[src/rtl/gfx_fade_rmw.sv]
// -----------------------------------------------------------------------------
// gfx_fade_rmw
//
// Read-modify-write fade engine for multi-channel pixel streams. Sits between
// the framebuffer read-back stream and the SRAM write-back path. Each accepted
// (address, pixel) beat is decayed per channel on fade frames and emitted with
// a write-needed flag so unchanged pixels can skip the SRAM write.
//
// Two-stage pipeline (stage 1 capture, stage 2 compute + output register),
// valid/ready on both sides, at most two beats buffered.
//
// Optional build macro: GFX_FADE_RMW_STATS_EN
//   defined   -> lit_count reports nonzero pixels emitted during the last frame
//   undefined -> lit_count is tied to 0
//
// Ports:
//   clk        in   sole clock
//   reset      in   asynchronous, active-low reset
//   mode       in   0 = linear decay, 1 = proportional decay (used in stage 2)
//   frame_tick in   single-cycle frame boundary strobe
//   s_valid    in   / s_ready out : input handshake
//   s_addr     in   [ADDR_BITS]          input beat address
//   s_pixel    in   [CHANNELS*CHAN_BITS] input beat pixel
//   m_valid    out  / m_ready in  : output handshake
//   m_addr     out  [ADDR_BITS]          pass-through address
//   m_pixel    out  [CHANNELS*CHAN_BITS] faded pixel
//   m_write    out  1 when m_pixel differs from the input pixel
//   lit_count  out  [ADDR_BITS+1]        nonzero pixels emitted last frame
// -----------------------------------------------------------------------------
module gfx_fade_rmw #(
   parameter int CHANNELS    = 3,
   parameter int CHAN_BITS   = 4,
   parameter int ADDR_BITS   = 20,
   parameter int DECAY_STEP  = 1,
   parameter int DECAY_SHIFT = 2,
   parameter int PERIOD      = 4
) (
   input  logic                            clk,
   input  logic                            reset,
   input  logic                            mode,
   input  logic                            frame_tick,
   input  logic                            s_valid,
   output logic                            s_ready,
   input  logic [ADDR_BITS-1:0]            s_addr,
   input  logic [CHANNELS*CHAN_BITS-1:0]   s_pixel,
   output logic                            m_valid,
   input  logic                            m_ready,
   output logic [ADDR_BITS-1:0]            m_addr,
   output logic [CHANNELS*CHAN_BITS-1:0]   m_pixel,
   output logic                            m_write,
   output logic [ADDR_BITS:0]              lit_count
);

   localparam int PIX     = CHANNELS * CHAN_BITS;
   localparam int PH_BITS = (PERIOD > 1) ? $clog2(PERIOD) : 1;
   localparam logic [PH_BITS-1:0] PH_LAST = PH_BITS'(PERIOD - 1);
   // Linear step at CHAN_BITS+1 bits; any step >= full scale simply clears.
   localparam logic [CHAN_BITS:0] STEP_W =
      (DECAY_STEP >= (1 << CHAN_BITS)) ? (CHAN_BITS+1)'(1 << CHAN_BITS)
                                       : (CHAN_BITS+1)'(DECAY_STEP);

   // Per-channel decay; subtraction is clamped at zero so nothing wraps.
   function automatic logic [PIX-1:0] fade_pixel(input logic [PIX-1:0] pix,
                                                 input logic           prop);
      logic [PIX-1:0]     res;
      logic [CHAN_BITS:0] v;
      logic [CHAN_BITS:0] d;
      res = '0;
      for (int c = 0; c < CHANNELS; c++) begin
         v = {1'b0, pix[c*CHAN_BITS +: CHAN_BITS]};
         if (prop) begin
            d = v >> DECAY_SHIFT;
            // Small nonzero values still move towards black.
            if (d == '0 && v != '0) d = (CHAN_BITS+1)'(1);
         end else begin
            d = STEP_W;
         end
         if (v > d) res[c*CHAN_BITS +: CHAN_BITS] = CHAN_BITS'(v - d);
         else       res[c*CHAN_BITS +: CHAN_BITS] = '0;
      end
      return res;
   endfunction

   logic [PH_BITS-1:0]   phase_q, phase_d;
   logic                 st1_valid_q, st1_valid_d;
   logic [ADDR_BITS-1:0] st1_addr_q, st1_addr_d;
   logic [PIX-1:0]       st1_pix_q, st1_pix_d;
   logic                 st1_fade_q, st1_fade_d;
   logic                 m_valid_q, m_valid_d;
   logic [ADDR_BITS-1:0] m_addr_q, m_addr_d;
   logic [PIX-1:0]       m_pixel_q, m_pixel_d;
   logic                 m_write_q, m_write_d;
   logic                 st2_adv, st1_adv, fade_en;
   logic [PIX-1:0]       faded;

   always_comb begin
      // NOTE: every combinational output gets a default first so no path
      // leaves it unassigned, which would otherwise infer a latch.
      phase_d     = phase_q;
      st1_valid_d = st1_valid_q;
      st1_addr_d  = st1_addr_q;
      st1_pix_d   = st1_pix_q;
      st1_fade_d  = st1_fade_q;
      m_valid_d   = m_valid_q;
      m_addr_d    = m_addr_q;
      m_pixel_d   = m_pixel_q;
      m_write_d   = m_write_q;

      fade_en = (phase_q == '0);
      if (frame_tick) phase_d = (phase_q == PH_LAST) ? '0 : phase_q + 1'b1;

      st2_adv = !m_valid_q || m_ready;
      st1_adv = !st1_valid_q || st2_adv;
      // Combinational from m_ready: a draining output frees stage 1 this cycle.
      s_ready = st1_adv;

      // Beat accepted alongside frame_tick takes the pre-tick fade_en.
      if (st1_adv) begin
         st1_valid_d = s_valid;
         if (s_valid) begin
            st1_addr_d = s_addr;
            st1_pix_d  = s_pixel;
            st1_fade_d = fade_en;
         end
      end

      faded = st1_fade_q ? fade_pixel(st1_pix_q, mode) : st1_pix_q;
      if (st2_adv) begin
         m_valid_d = st1_valid_q;
         if (st1_valid_q) begin
            m_addr_d  = st1_addr_q;
            m_pixel_d = faded;
            m_write_d = (faded != st1_pix_q);
         end
      end
   end

   // NOTE: sequential state uses non-blocking assignments so every register
   // samples pre-edge values regardless of statement order.
   always_ff @(posedge clk or negedge reset) begin
      if (!reset) begin
         phase_q     <= '0;
         st1_valid_q <= 1'b0;
         st1_addr_q  <= '0;
         st1_pix_q   <= '0;
         st1_fade_q  <= 1'b0;
         m_valid_q   <= 1'b0;
         m_addr_q    <= '0;
         m_pixel_q   <= '0;
         m_write_q   <= 1'b0;
      end else begin
         phase_q     <= phase_d;
         st1_valid_q <= st1_valid_d;
         st1_addr_q  <= st1_addr_d;
         st1_pix_q   <= st1_pix_d;
         st1_fade_q  <= st1_fade_d;
         m_valid_q   <= m_valid_d;
         m_addr_q    <= m_addr_d;
         m_pixel_q   <= m_pixel_d;
         m_write_q   <= m_write_d;
      end
   end

   assign m_valid = m_valid_q;
   assign m_addr  = m_addr_q;
   assign m_pixel = m_pixel_q;
   assign m_write = m_write_q;

`ifdef GFX_FADE_RMW_STATS_EN
   logic [ADDR_BITS:0] cnt_q, cnt_d;
   logic [ADDR_BITS:0] lit_q, lit_d;
   logic               lit_hs;

   always_comb begin
      cnt_d  = cnt_q;
      lit_d  = lit_q;
      lit_hs = m_valid_q && m_ready && (m_pixel_q != '0);
      if (frame_tick) begin
         // A handshake on the tick cycle belongs to the new frame.
         lit_d = cnt_q;
         cnt_d = lit_hs ? (ADDR_BITS+1)'(1) : '0;
      end else if (lit_hs && cnt_q != '1) begin
         cnt_d = cnt_q + 1'b1;
      end
   end

   always_ff @(posedge clk or negedge reset) begin
      if (!reset) begin
         cnt_q <= '0;
         lit_q <= '0;
      end else begin
         cnt_q <= cnt_d;
         lit_q <= lit_d;
      end
   end

   assign lit_count = lit_q;
`else
   assign lit_count = '0;
`endif

endmodule

[config.mk]
export PLATFORM = sky130hd
export DESIGN_NAME = gfx_fade_rmw
export DESIGN_NICKNAME = d
export VERILOG_FILES = /design/src/rtl/gfx_fade_rmw.sv
export SDC_FILE = /design/constraint.sdc
export NUM_CORES = 1
export LEC_CHECK = 0
export BUFFER_PORTS_ARGS = -buffer_cell sky130_fd_sc_hd__buf_2
export CAP_MARGIN = 20
export CORE_MARGIN = 2
export CORE_UTILIZATION = 53
export CTS_CLUSTER_SIZE = 8
export DETAILED_ROUTE_END_ITERATION = 8
export PLACE_DENSITY = 0.86
export SYNTH_ARGS = -nofsm -noshare
export SYNTH_HDL_FRONTEND = slang
export SYNTH_SLANG_ARGS = --single-unit
[constraint.sdc]
create_clock -name clk -period 2.9 [get_ports clk]
set_clock_uncertainty 0.1 [all_clocks]
set_input_delay 0.29 -clock clk [delete_from_list [all_inputs] [get_ports clk]]
set_output_delay 0.29 -clock clk [all_outputs]
set_load 0.01 [all_outputs]
==> results of run 1 <==
## area by class of cell
class                      instances  area, um2  share of cell area (%)
tap                               77       96.3                    2.36
clock buffer                      11        131                    3.21
inverter                          15       56.3                    1.38
multi-input combinational        211       1570                    38.4
timing repair buffer              77        413                    10.1
clock inverter                     4       72.6                    1.77
sequential                        70       1750                    42.8
## final timing paths
path | from | end | slack, ps
min in group asynchronous | reset | st1_addr_q[12] | 370
hold / removal | s_valid | st1_valid_q | 60
setup reg to reg | st1_pix_q[9] | m_write | 220
setup / recovery | st1_pix_q[9] | m_write | 220
max in group asynchronous | reset | m_pixel[2] | 1580
hold reg to reg | m_pixel[5] | m_pixel[5] | 370
## cells by family (layout without fill, tap and decap cells)
family / after synthesis / after routing / share of synthesized area (%)
adders and majority gates: 11 / 11 / 4.56
AOI/OAI and AO/OA: 58 / 58 / 10.6
and+or+nand+nor: 64 / 64 / 8.97
DFF: 70 / 70 / 49.9
muxes: 57 / 57 / 18.3
buffers and inverters: 48 / 107 / 7.62
other: 1 / 21 / 0.107
## power breakdown
group	internal, uW	switching [uW]	leakage (uW)	total (uW)
Sequential	1200	165	0.000827	1370
Combinational	451	499	0.000998	950
Clock	478	344	0.0000994	822
## registers in the layout (all words and copies together) (netlist names)
register	cells
m_addr	20
m_pixel	12
m_valid	1
m_write	1
phase_q	2
st1_addr_q	20
st1_fade_q	1
st1_pix_q	12
st1_valid_q	1
## cells in the mapped netlist, types with 2 or more instances
master,number
a2111o_1,2
a211oi_1,4
a21o_1,2
a21oi_1,10
a22o_1,2
a22oi_1,2
a31oi_1,2
buf_2,7
buf_4,21
clkbuf_1,5
dfrtp_1,70
fa_1,3
ha_1,8
inv_1,15
mux2_2,53
mux2i_1,3
nand2_1,23
nand2b_1,7
nand3b_1,2
nor2_1,16
nor2b_1,8
nor3_1,4
o2111ai_1,2
o21ai_0,23
o41ai_1,3
## stage by stage
step | power [uW] | utilization, % | hold slack [ps] | std cells | area [um2]
after floorplan | 2020 | - | -106 | 329 | 3590
after global placement | 2290 | 60.7 | 201 | 449 | 3880
after detailed placement | 2340 | 60.7 | 206 | 449 | 3880
after CTS | 3170 | 64.0 | 54.9 | 465 | 4090
after global routing | 3350 | 64.0 | 49.1 | 465 | 4090
final | 3140 | 64.0 | 64.7 | 465 | 4090
## metal layers
metal	share of wire (%)	track usage (%)	vias up
li1	-	-	1189
met2	49	33.4	98
met4	1.3	6.93	0
met3	9.2	7.88	11
met1	40	25.1	1178
met5	0	0	-
## repair_timing
action,in CTS,in global routing
setup endpoints to repair,0,0
hold buffers,1,0
hold endpoints to repair,24,0
==> results.py, run 1 <==
metrics = {
    "outcome": {
        "outcome": "finished, final reports clean",
    },
    "yosys": {
        "synth_top_area_cell": "dfrtp_1",
        "ys_top_cells_by_area": "dfrtp_1 (50%), mux2_2 (17%), buf_4 (4.5%)",
        "ys_ff_latch": 70,
        "avgSynthCellArea_um2": 11.4,
        "synth_area_mm2": 0.00351,
        "syn_inst": 309,
        "synth_warnings": 0,
        "async_reset_ff_share_pct": 100,
        "synth_edf_count": 0,
        "synth_top_area_share_pct": 49.9,
        "yosys_most_used_dff": "dfrtp_1",
        "synth.distinct_cells": 37,
        "ys_seq_area_share_pct": 49.9,
    },
    "power": {
        "peakVddDrop_uv": 521,
        "power_density_mw_per_mm2": 767,
        "power.leakage_uw": 0.00192,
    },
    "clock_network": {
        "cts_resized": 0,
        "cts_root_buf": "clkbuf_8",
        "htreeDepth": 3,
        "cts_tree": "built",
        "clkLatencyLatePin_ps": 350,
        "cts_setup_buffers": 0,
        "clock_sinks": 70,
        "path_clk_slew_ps": 70,
        "numCtsBuffers": 9,
        "clockBufferDepth": 2,
    },
    "worst_setup_path": {
        "worstPathRequired_ps": 3010,
        "crit_chain": "nor2_1 > o21ai_0 > ha_1 > inv_1 > fa_1 > inv_1 > a22o_1 > a2111o_1 > nor3_1 > a31oi_1",
        "critical_path.max_stage_delay_ps": 520,
        "worstPathMaxFanout": 8,
        "crit_slowest_cell": "fa_1",
        "cp.arrival_ps": 2790,
        "cp.depth": 10,
        "cpMostUsedCell": "inv_1",
        "cp-end-kind": "flip-flop",
        "crit_buf_inv": 2,
        "cp-start-kind": "flip-flop",
        "critical_path_class": "flip-flop to flip-flop",
        "worst-r2r-cell-count": 10,
        "cp_top_family": "compound AO/OA/AOI/OAI gates",
    },
    "placed_design": {
        "hpwl_um": 5240,
        "place_ws_ps": 244,
        "gp_congestion": 0.975,
        "port_buffers": 72,
    },
    "global_route": {
        "grt_pass1_wl_um": 11600,
        "grt_usage_pct": 20.5,
        "grt_max_degree": 47,
        "overflow": 0,
        "first_global_vias": 2469,
        "antenna_found_initial": 0,
    },
    "routing": {
        "viasPerCell": 5.32,
        "firstDrtPassIters": 4,
        "drc": 0,
        "avgRoutedWirePerCell_um": 15.0,
        "wl_um": 7000,
        "dr.first_iter.drc_count": 122,
        "vias": 2476,
        "detail-route-antenna-nets": 0,
    },
    "sta": {
        "slew_viol_final": 0,
        "setup_slack_ps": 222,
        "post-route-min-period_ps": 2680,
        "finalSetupTns_ps": 0,
        "fin_crit_sh_pct": 92.3,
        "hold_viol_final": 0,
        "max_clock_freq_mhz": 373,
        "rsz0062_at_grt": "no",
        "setup_viol": 0,
        "slew-limit-headroom_pct": 55.2,
        "tightest_slew_ps": 671,
    },
    "floorplan": {
        "pin_count": 94,
        "initial_core_util_pct": 55.0,
        "rows": 29,
        "die_h_um": 85.4,
        "core_mm2": 0.00639,
        "die_area_mm2": 0.00730,
        "die_x_um": 85.4,
    },
    "worst_hold_path": {
        "hold_class": "input pin to flip-flop",
        "hold_depth": 2,
    },
    "final_layout": {
        "antennaDiodeCount": 0,
        "final_cell_mix": "buf_2 (72), dfrtp_1 (70), mux2_2 (53)",
        "fin_nets": 433,
        "final_common_cell": "buf_2",
        "syn2layout_area_growth_pct": 16.4,
        "layout-drive-gt1-share_pct": 37.9,
        "fillerInstances": 511,
    },
    "run": {
        "cap_viol_max_count": 0,
    },
}
Note: power is estimated with default switching activity, not from simulation.
==> run 2, diff against run 1 <==
--- a/config.mk
+++ b/config.mk
@@ -8,10 +8,10 @@
 export BUFFER_PORTS_ARGS = -buffer_cell sky130_fd_sc_hd__buf_2
 export CAP_MARGIN = 20
 export CORE_MARGIN = 2
-export CORE_UTILIZATION = 53
+export CORE_UTILIZATION = 55
 export CTS_CLUSTER_SIZE = 8
 export DETAILED_ROUTE_END_ITERATION = 8
-export PLACE_DENSITY = 0.86
+export PLACE_DENSITY = 0.89
 export SYNTH_ARGS = -nofsm -noshare
 export SYNTH_HDL_FRONTEND = slang
 export SYNTH_SLANG_ARGS = --single-unit
==> constraint.sdc (replaced) <==
create_clock -name clk -period 3.2 [get_ports clk]
set_clock_uncertainty 0.1 [all_clocks]
set_input_delay 0.32 -clock clk [delete_from_list [all_inputs] [get_ports clk]]
set_output_delay 0.32 -clock clk [all_outputs]
set_load 0.01 [all_outputs]
==> run 2 against run 1 <==
Net effect: via count is 1.1% higher; wire length grew 4.4%; critical endpoint unchanged; register-to-register slack improved by 280 ps; sequential power is 9% lower; power is 6.2% lower; largest cell class unchanged; first-iteration DRC count rose by 31%; highest routed layer unchanged.
==> results.py, run 2 (synthesis gave the netlist of run 1 again) <==
metrics = {
    "worst_setup_path": {
        "critical_path.max_stage_delay_ps": 520,
        "cp-end-kind": "flip-flop",
        "crit_chain": "nor2_1 > o21ai_0 > ha_1 > inv_1 > fa_1 > inv_1 > a22o_1 > a2111o_1 > nor3_1 > a31oi_1",
        "cpMostUsedCell": "inv_1",
        "worstPathMaxFanout": 9,
        "worstPathRequired_ps": 3320,
        "cp_top_family": "compound AO/OA/AOI/OAI gates",
        "cp-start-kind": "flip-flop",
        "crit_buf_inv": 2,
        "crit_slowest_cell": "dfrtp_1",
        "critical_path_class": "flip-flop to flip-flop",
        "cp.arrival_ps": 2820,
    },
    "routing": {
        "wl_um": 7310,
        "vias": 2502,
        "detail-route-antenna-nets": 0,
        "avgRoutedWirePerCell_um": 15.7,
        "dr.first_iter.drc_count": 160,
        "viasPerCell": 5.37,
        "drc": 0,
        "firstDrtPassIters": 4,
    },
    "floorplan": {
        "die_area_mm2": 0.00704,
        "initial_core_util_pct": 56.0,
        "rows": 29,
        "die_h_um": 83.9,
        "die_x_um": 83.9,
        "core_mm2": 0.00628,
        "pin_count": 94,
    },
    "final_layout": {
        "fillerInstances": 485,
        "multi_input_area_mm2": 0.00157,
        "layout-drive-gt1-share_pct": 38.3,
        "regArea_mm2": 0.00175,
        "fin_nets": 433,
        "final_common_cell": "buf_2",
        "syn2layout_area_growth_pct": 17.2,
        "antennaDiodeCount": 0,
        "fin_cells": 466,
        "final_cell_mix": "buf_2 (72), dfrtp_1 (70), mux2_2 (53)",
    },
    "power": {
        "swShare_pct": 32.6,
        "peakVddDrop_uv": 509,
        "seqPwrFrac_pct": 42.1,
        "switching_power_uw": 960,
        "power_density_mw_per_mm2": 715,
        "p_int_uw": 1990,
        "pwr-share-clk_pct": 28.2,
        "power.leakage_uw": 0.00194,
        "p_comb_share_pct": 29.7,
    },
    "placed_design": {
        "dp_cells": 449,
        "gp_congestion": 0.909,
        "hpwl_um": 5130,
        "port_buffers": 72,
    },
    "sta": {
        "slew_viol_final": 0,
        "finalSetupTns_ps": 0,
        "whs_ps": 95.4,
        "max_clock_freq_mhz": 370,
        "fin_crit_sh_pct": 84.5,
        "post-route-min-period_ps": 2700,
        "rsz0062_at_grt": "no",
        "setup_viol": 0,
        "hold_viol_final": 0,
    },
    "clock_network": {
        "cts_tree": "built",
        "cts_setup_buffers": 0,
        "clockBufferDepth": 2,
        "clkLatencyLatePin_ps": 340,
        "htreeDepth": 3,
        "cts_root_buf": "clkbuf_8",
        "path_clk_slew_ps": 80,
        "clock_sinks": 70,
        "numCtsBuffers": 9,
    },
    "run": {
        "cap_viol_max_count": 0,
    },
    "global_route": {
        "use_met3_pct": 8.31,
        "met2_usage_pct": 36.7,
        "antenna_found_initial": 0,
        "grt_max_degree": 71,
        "grt_pass1_wl_um": 12500,
        "grt_usage_pct": 22.5,
        "overflow": 0,
        "first_global_vias": 2572,
        "grt_busiest_layer": "met2",
        "grt_use_met1_pct": 27.6,
    },
    "worst_hold_path": {
        "hold_class": "input pin to flip-flop",
    },
    "outcome": {
        "outcome": "finished, final reports clean",
    },
}
run 2: cell types whose count changed in the layout (fill, tap and decap cells not counted), sizes merged:
cell,previous run,this run
clkbuf,11,12
inv,15,16
clkinvlp,1,0
run 2: layout make-up:
class / instances / share of cell area, %
inverter: 15 / 1.37
tap: 77 / 2.34
clock buffer: 12 / 3.77
clock inverter: 4 / 1.88
timing repair buffer: 77 / 10.0
sequential: 70 / 42.5
multi-input combinational: 211 / 38.1
run 2: path summary, 6_finish.rpt:
check	slack [ps]	start	cells past startpoint	to
setup / recovery	500	st1_pix_q[1]	10	m_write
hold / removal	100	frame_tick	2	phase_q[0]
setup reg to reg	500	st1_pix_q[1]	10	m_write
hold reg to reg	370	m_pixel[4]	2	m_pixel[4]
max in group asynchronous	2290	reset	3	st1_pix_q[6]
min in group asynchronous	430	reset	3	st1_addr_q[8]
run 2: worst register-to-register path, stage by stage, from the launching register on:
cell and delay, ps:
dfrtp_1 520, nor2_1 80, o21ai_0 180, ha_1 210, inv_1 60, fa_1 510, inv_1 70, a22o_1 210
a2111o_1 370, nor3_1 170, a31oi_1 100
run 2: repair_timing:
item | 4_1_cts | 5_1_grt
endpoints found under the hold margin | 70 | 0
resized for setup | 0 | 0
hold buffers | 1 | 0
run 2: metal layers:
| layer | vias to the layer above | wire [um] |
|---|---|---|
| li1 | 1183 | - |
| met3 | 13 | 578 |
| met1 | 1205 | 3000 |
| met4 | 0 | 150 |
| met2 | 101 | 3580 |
| met5 | - | 0 |
run 2: power groups by stage:
stage               logic [uW]  registers [uW]  clock network [uW]
finish                     875            1240                 829
CTS                        881            1240                 847
detailed placement         868            1260                   0
floorplan                  552            1280                   0
global route               974            1270                 883
global placement           840            1240                   0
run 2: stage by stage:
| stage | util, % | total power [uW] | setup slack [ps] | instance area (um2) |
|---|---|---|---|---|
| after floorplan | - | 1830 | 752 | 3590 |
| after global placement | 61.8 | 2080 | 685 | 3880 |
| after detailed placement | 61.8 | 2120 | 528 | 3880 |
| after CTS | 65.6 | 2970 | 510 | 4120 |
| after global routing | 65.6 | 3130 | 356 | 4120 |
| final | 65.6 | 2950 | 497 | 4120 |
